**config.mk**
```make
export PLATFORM = sky130hd
export DESIGN_NAME = system_info_regs
export DESIGN_NICKNAME = d
export VERILOG_FILES = /design/src/rtl/sysinfo_pkg.sv /design/src/rtl/sysinfo_rd_pipe.sv /design/src/rtl/system_info_regs.sv
export SDC_FILE = /design/constraint.sdc
export NUM_CORES = 1
export LEC_CHECK = 0
export CAP_MARGIN = 40
export CORE_UTILIZATION = 36
export DETAILED_ROUTE_END_ITERATION = 12
export HOLD_SLACK_MARGIN = 0.02
export PLACE_DENSITY_LB_ADDON = 0.2
export SLEW_MARGIN = 25
export SYNTH_ARGS = -nofsm -noshare
export SYNTH_HDL_FRONTEND = slang
export SYNTH_SLANG_ARGS = --single-unit
```
**constraint.sdc**
```tcl
create_clock -name clock -period 5.6 [get_ports clock]
set_input_delay 0.84 -clock clock [delete_from_list [all_inputs] [get_ports clock]]
set_output_delay 0.84 -clock clock [all_outputs]
set_load 0.01 [all_outputs]
```
**src/rtl/sysinfo_pkg.sv**
```systemverilog
// Shared constants and types for the system identification register block.
// Imported by the read pipeline and the top-level register file.
package sysinfo_pkg;

    localparam logic [3:0] ADDR_SYSTEM_ID = 4'd0;
    localparam logic [3:0] ADDR_TIMESTAMP = 4'd1;
    localparam logic [3:0] ADDR_UPTIME_LO = 4'd2;
    localparam logic [3:0] ADDR_UPTIME_HI = 4'd3;
    localparam logic [3:0] ADDR_SCRATCH   = 4'd4;
    localparam logic [3:0] ADDR_CTRL      = 4'd5;
    localparam logic [3:0] ADDR_INFO      = 4'd6;
    localparam logic [3:0] ADDR_RESERVED  = 4'd7;
    localparam logic [3:0] ADDR_USER_BASE = 4'd8;

    localparam logic [15:0] VERSION = 16'h0002;

    localparam int CTRL_CLEAR_BIT  = 0;
    localparam int CTRL_FREEZE_BIT = 1;

    localparam int MAX_USER_WORDS = 8;

    typedef struct packed {
        logic        valid;
        logic [31:0] data;
    } rd_beat_t;

    function automatic logic [31:0] apply_be(
        logic [31:0] cur,
        logic [31:0] wd,
        logic [3:0]  be
    );
        logic [31:0] r;
        r = cur;
        for (int b = 0; b < 4; b++) begin
            if (be[b]) r[8*b +: 8] = wd[8*b +: 8];
        end
        return r;
    endfunction

endpackage

```
**src/rtl/sysinfo_rd_pipe.sv**
```systemverilog
// Fixed-depth read response pipeline; each accepted read yields exactly
// one beat DEPTH cycles later, and reset flushes all beats in flight.
import sysinfo_pkg::*;

module sysinfo_rd_pipe #(
    parameter int DEPTH = 1
) (
    input  logic        clock,
    input  logic        reset_n,
    input  rd_beat_t    beat_in,
    output logic [31:0] readdata,
    output logic        readdatavalid
);

    rd_beat_t stage [DEPTH];

    always_ff @(posedge clock or negedge reset_n) begin
        if (!reset_n) begin
            for (int i = 0; i < DEPTH; i++) begin
                stage[i] <= '0;
            end
        end else begin
            stage[0] <= beat_in;
            for (int i = 1; i < DEPTH; i++) begin
                stage[i] <= stage[i-1];
            end
        end
    end

    assign readdata      = stage[DEPTH-1].data;
    assign readdatavalid = stage[DEPTH-1].valid;

endmodule

```
**src/rtl/system_info_regs.sv**
```systemverilog
// Avalon-MM system ID block: constants, 64-bit uptime with LO/HI snapshot,
// scratch and control registers behind a pipelined read path.
import sysinfo_pkg::*;

module system_info_regs #(
    parameter logic [31:0]  SYSTEM_ID      = 32'h00000000,
    parameter logic [31:0]  TIMESTAMP      = 32'h00000000,
    parameter int           NUM_USER_WORDS = 0,
    parameter logic [255:0] USER_WORDS     = 256'h0,
    parameter int           READ_LATENCY   = 1
) (
    input  logic        clock,
    input  logic        reset_n,
    input  logic [3:0]  address,
    input  logic        chipselect,
    input  logic        read,
    input  logic        write,
    input  logic [31:0] writedata,
    input  logic [3:0]  byteenable,
    output logic [31:0] readdata,
    output logic        readdatavalid
);

    localparam int N_USER = (NUM_USER_WORDS > MAX_USER_WORDS) ?
                            MAX_USER_WORDS : NUM_USER_WORDS;

    logic        rd_en;
    logic        wr_en;
    logic        ctrl_wr;
    logic        clear_pulse;
    logic [63:0] uptime;
    logic [31:0] hi_snap;
    logic [31:0] scratch;
    logic        freeze;
    logic [31:0] rd_mux;
    logic [31:0] info_word;
    logic [31:0] user_word;
    logic [2:0]  user_idx;
    rd_beat_t    beat;

    // A simultaneous read wins; the write in that cycle is dropped.
    assign rd_en       = chipselect & read;
    assign wr_en       = chipselect & write & ~read;
    assign ctrl_wr     = wr_en & (address == ADDR_CTRL) & byteenable[0];
    assign clear_pulse = ctrl_wr & writedata[CTRL_CLEAR_BIT];

    assign user_idx  = address[2:0];
    assign user_word = (int'(user_idx) < N_USER) ?
                       USER_WORDS[{user_idx, 5'd0} +: 32] : 32'h0;
    assign info_word = {VERSION, 8'(READ_LATENCY), 8'(N_USER)};

    always_comb begin
        rd_mux = '0;
        unique case (1'b1)
            (address == ADDR_SYSTEM_ID): rd_mux = SYSTEM_ID;
            (address == ADDR_TIMESTAMP): rd_mux = TIMESTAMP;
            (address == ADDR_UPTIME_LO): rd_mux = uptime[31:0];
            (address == ADDR_UPTIME_HI): rd_mux = hi_snap;
            (address == ADDR_SCRATCH):   rd_mux = scratch;
            (address == ADDR_CTRL):      rd_mux = {30'b0, freeze, 1'b0};
            (address == ADDR_INFO):      rd_mux = info_word;
            (address == ADDR_RESERVED):  rd_mux = '0;
            (address >= ADDR_USER_BASE): rd_mux = user_word;
            default:                     rd_mux = '0;
        endcase
    end

    always_ff @(posedge clock or negedge reset_n) begin
        if (!reset_n) begin
            uptime  <= '0;
            hi_snap <= '0;
            scratch <= '0;
            freeze  <= 1'b0;
        end else begin
            if (clear_pulse) begin
                uptime <= '0;
            end else if (!freeze) begin
                uptime <= uptime + 64'd1;
            end
            if (rd_en && (address == ADDR_UPTIME_LO)) begin
                hi_snap <= uptime[63:32];
            end
            if (wr_en && (address == ADDR_SCRATCH)) begin
                scratch <= apply_be(scratch, writedata, byteenable);
            end
            if (ctrl_wr) begin
                freeze <= writedata[CTRL_FREEZE_BIT];
            end
        end
    end

    // Idle beats carry zero data so readdata is 0 whenever not valid.
    assign beat.valid = rd_en;
    assign beat.data  = rd_en ? rd_mux : 32'h0;

    sysinfo_rd_pipe #(
        .DEPTH(READ_LATENCY)
    ) u_rd_pipe (
        .clock        (clock),
        .reset_n      (reset_n),
        .beat_in      (beat),
        .readdata     (readdata),
        .readdatavalid(readdatavalid)
    );

endmodule

```
==> results.toml <==
[worst_setup_path]
crit_start = "address[1]"
critPathLaunchType = "input port"
reg2reg_to = "uptime[41]$_DFFE_PN0P_"
crit_cells = 6
path_class = "in -> reg"
crit_slowest_cell = "and2_2"
cp-end-kind = "flop"
required_ns = 5.90
path_buf_inv = 2
crit_path_cell_trace = "clkdlybuf4s50_1 -> nand2b_1 -> nor3_1 -> and2_2 -> buf_4 -> nor2_1"
cp.arrival_ns = 3.14
setup.worst_path.end = "uptime[22]$_DFFE_PN0P_"
critPathTopFamily = "simple AND/OR/NAND/NOR gates"
critPathMaxFanout = 34
reg2reg_slack_ns = 2.78
r2r_start = "freeze$_DFFE_PN0P_"
r2r.worst_path.cells = 5
slowest_delay_ns = 0.58

[synthesis]
ys_types = 49
synth_top_area_cell = "dfrtp_1"
syn_avg_cell_area_um2 = 11.17
async_flop_share_pct = 100.0
syn-cell-area_mm2 = 0.007249
seq_area_frac_synth_pct = 55.92
synth_enable_flop_cells = 0
ys.flop_type = "dfrtp_1"
synth_warnings = 0
synth_seq_cells = 162
syn-num-nets = 695
synth_top_area_share_pct = 55.92
yosys-top-cells-area = "dfrtp_1, mux2_2, nor2_1"
netlist_instances = 649

[power_and_ir_drop]
ir_worst_vdd_mv = 0.2395
p_sw_mw = 0.7334
p_leak_nw = 3.640
comb_power_share_pct = 9.6
clockPowerShare_pct = 40.8
swShare_pct = 25.85
power.density_mw_per_mm2 = 317.7
p_int_mw = 2.103
seqPwrFrac_pct = 49.6

[layout]
drive_gt1_share_pct = 16.94
final_common_cell = "dfrtp_1"
final_cell_mix = "dfrtp_1, nor2_1, clkdlybuf4s50_1"
fillers = 1825
final_core_util_pct = 45.58
final_nets = 771
area_growth_pct = 23.18
antenna_cells = 0

[drt]
viasPerCell = 5.497
drt_wl_total_mm = 18.64
wl_per_cell_um = 18.59
drt-initial-drc-count = 476
vias = 5513
drc = 0
drtAntennaViolNets = 0
dr.pass1.iters = 8

[clock_tree]
insertion_delay_ns = 0.43
cts.sinks = 162
cts.path.max_buffers = 2
cts_made_buffers = 17
clock-root-buffer = "clkbuf_16"
htree_levels = 4
post_cts_resized = 0
cts_hold_buffers = 0
cts_setup_buffers = 0
path_clk_slew_ns = 0.06
cts_tree = "yes"

[global_routing]
grt-ovfl-total = 0
grt.total_usage_pct = 19.54
grt_max_degree = 75
antenna_found_initial = 0
grt_first_pass_wirelength_mm = 30.35
grt_pass1_vias = 5576

[placed_design]
io_buffers = 77
place_hpwl_mm = 12.99
gp_congestion = 0.8685

[die]
boundaryPins = 78
die_y_um = 143.9
die-area_mm2 = 0.02071
core-area_mm2 = 0.01959
die-width_um = 143.9
start_util_pct = 37.01
rows = 51

[sta]
fmax_mhz = 351.7
slew_violations = 0
hold_violations = 0
worst_pin_slew_ns = 0.7615
hold_ws_ns = 0.3314
rsz0062_at_grt = "false"
post-route-period-util_pct = 50.78
finalClockSkew_ns = 0.007382
period_minus_slack_ns = 2.844
setup_tns_ns = 0
setup_viol_count_final = 0
slew_headroom_pct = 48.84

[status]
status = "complete, no violations"

[hold_path]
holdCritPathClass = "in -> async"

[run]
maxCapViolations = 0
[cell type report]
type | count | area [µm²] | area share (%)
tap | 265 | 331.6 | 3.713
multi-input combinational | 447 | 3037 | 34.01
timing repair buffer | 89 | 887.1 | 9.934
clock inverter | 12 | 133.9 | 1.499
sequential | 162 | 4054 | 45.40
clock buffer | 20 | 456.7 | 5.114
inverter | 8 | 30.03 | 0.3363
[metrics by stage]
stage,setup slack (ns),instances,cell area [µm²],power [mW]
3_5_place_dp,2.329,970,8334,1.699
6_report,2.756,1003,8930,2.837
3_3_place_gp,2.376,967,8284,1.683
5_1_grt,2.541,1003,8930,2.963
4_1_cts,2.743,1002,8925,2.858
2_1_floorplan,3.172,649,7249,1.558
[worst reg2reg max path: stages, from the launching register on]
cell	delay (ns)
dfrtp_1	0.46
nand4b_1	0.39
nor4_1	0.45
nand3_1	0.61
or4_1	0.69
a21oi_1	0.15
[state kept, by name, indices dropped and copies added, names as in the netlist]
register                 cells
scratch                     32
u_rd_pipe.readdatavalid      1
hi_snap                     32
freeze                       1
u_rd_pipe.readdata          32
uptime                      64
[cell usage after synthesis (15+ instances only)]
cell type	instances
nor2_1	84
dfrtp_1	162
nand2_1	36
clkbuf_1	25
nand3_1	31
mux2_2	64
nand4_1	24
a222oi_1	29
nor4_1	15
a21oi_1	27
o21ai_0	16
xor2_1	24
[worst min path at each step]
stage | from | endpoint | cells past startpoint
after floorplan | hi_snap[5]$_DFFE_PN0P_ | hi_snap[5]$_DFFE_PN0P_ | 1
after global placement | hi_snap[5]$_DFFE_PN0P_ | hi_snap[5]$_DFFE_PN0P_ | 1
after detailed placement | hi_snap[5]$_DFFE_PN0P_ | hi_snap[5]$_DFFE_PN0P_ | 1
after CTS | reset_n | scratch[26]$_DFFE_PN0P_ | 1
after global routing | reset_n | u_rd_pipe.readdata[25]$_DFF_PN0_ | 1
final | reset_n | scratch[26]$_DFFE_PN0P_ | 1
[power by group through the flow]
stage          combinational [mW]  sequential [mW]  clock (mW)
2_1_floorplan               0.189             1.37           0
3_3_place_gp                0.262             1.42           0
3_5_place_dp                0.275             1.42           0
4_1_cts                     0.277             1.40        1.18
5_1_grt                     0.311             1.42        1.23
6_report                    0.272             1.41        1.16
[per-layer routing]
metal | vias up | GRT usage, % | wire length [µm] | share of wire (%)
met3 | 21 | 3.865 | 907 | 4.9
li1 | 2557 | - | - | -
met4 | 0 | 7.223 | 365 | 2.0
met5 | - | 0 | 0 | 0
met1 | 2766 | 25.93 | 8357 | 45
met2 | 169 | 31.50 | 9012 | 48
[cell families (layout without fill, tap and decap cells)]
logic type,count (synthesis),count (layout),synth area share [%]
AND/OR/NAND/NOR,255,255,18.10
flip-flops,162,162,55.92
AO/OA/AOI/OAI,89,89,8.820
multiplexers,67,67,10.37
buffers and inverters,40,129,2.382
XOR/XNOR,35,35,4.228
adder cells (fa/ha/maj),1,1,0.1726
Power figures use the tool's default switching activity.
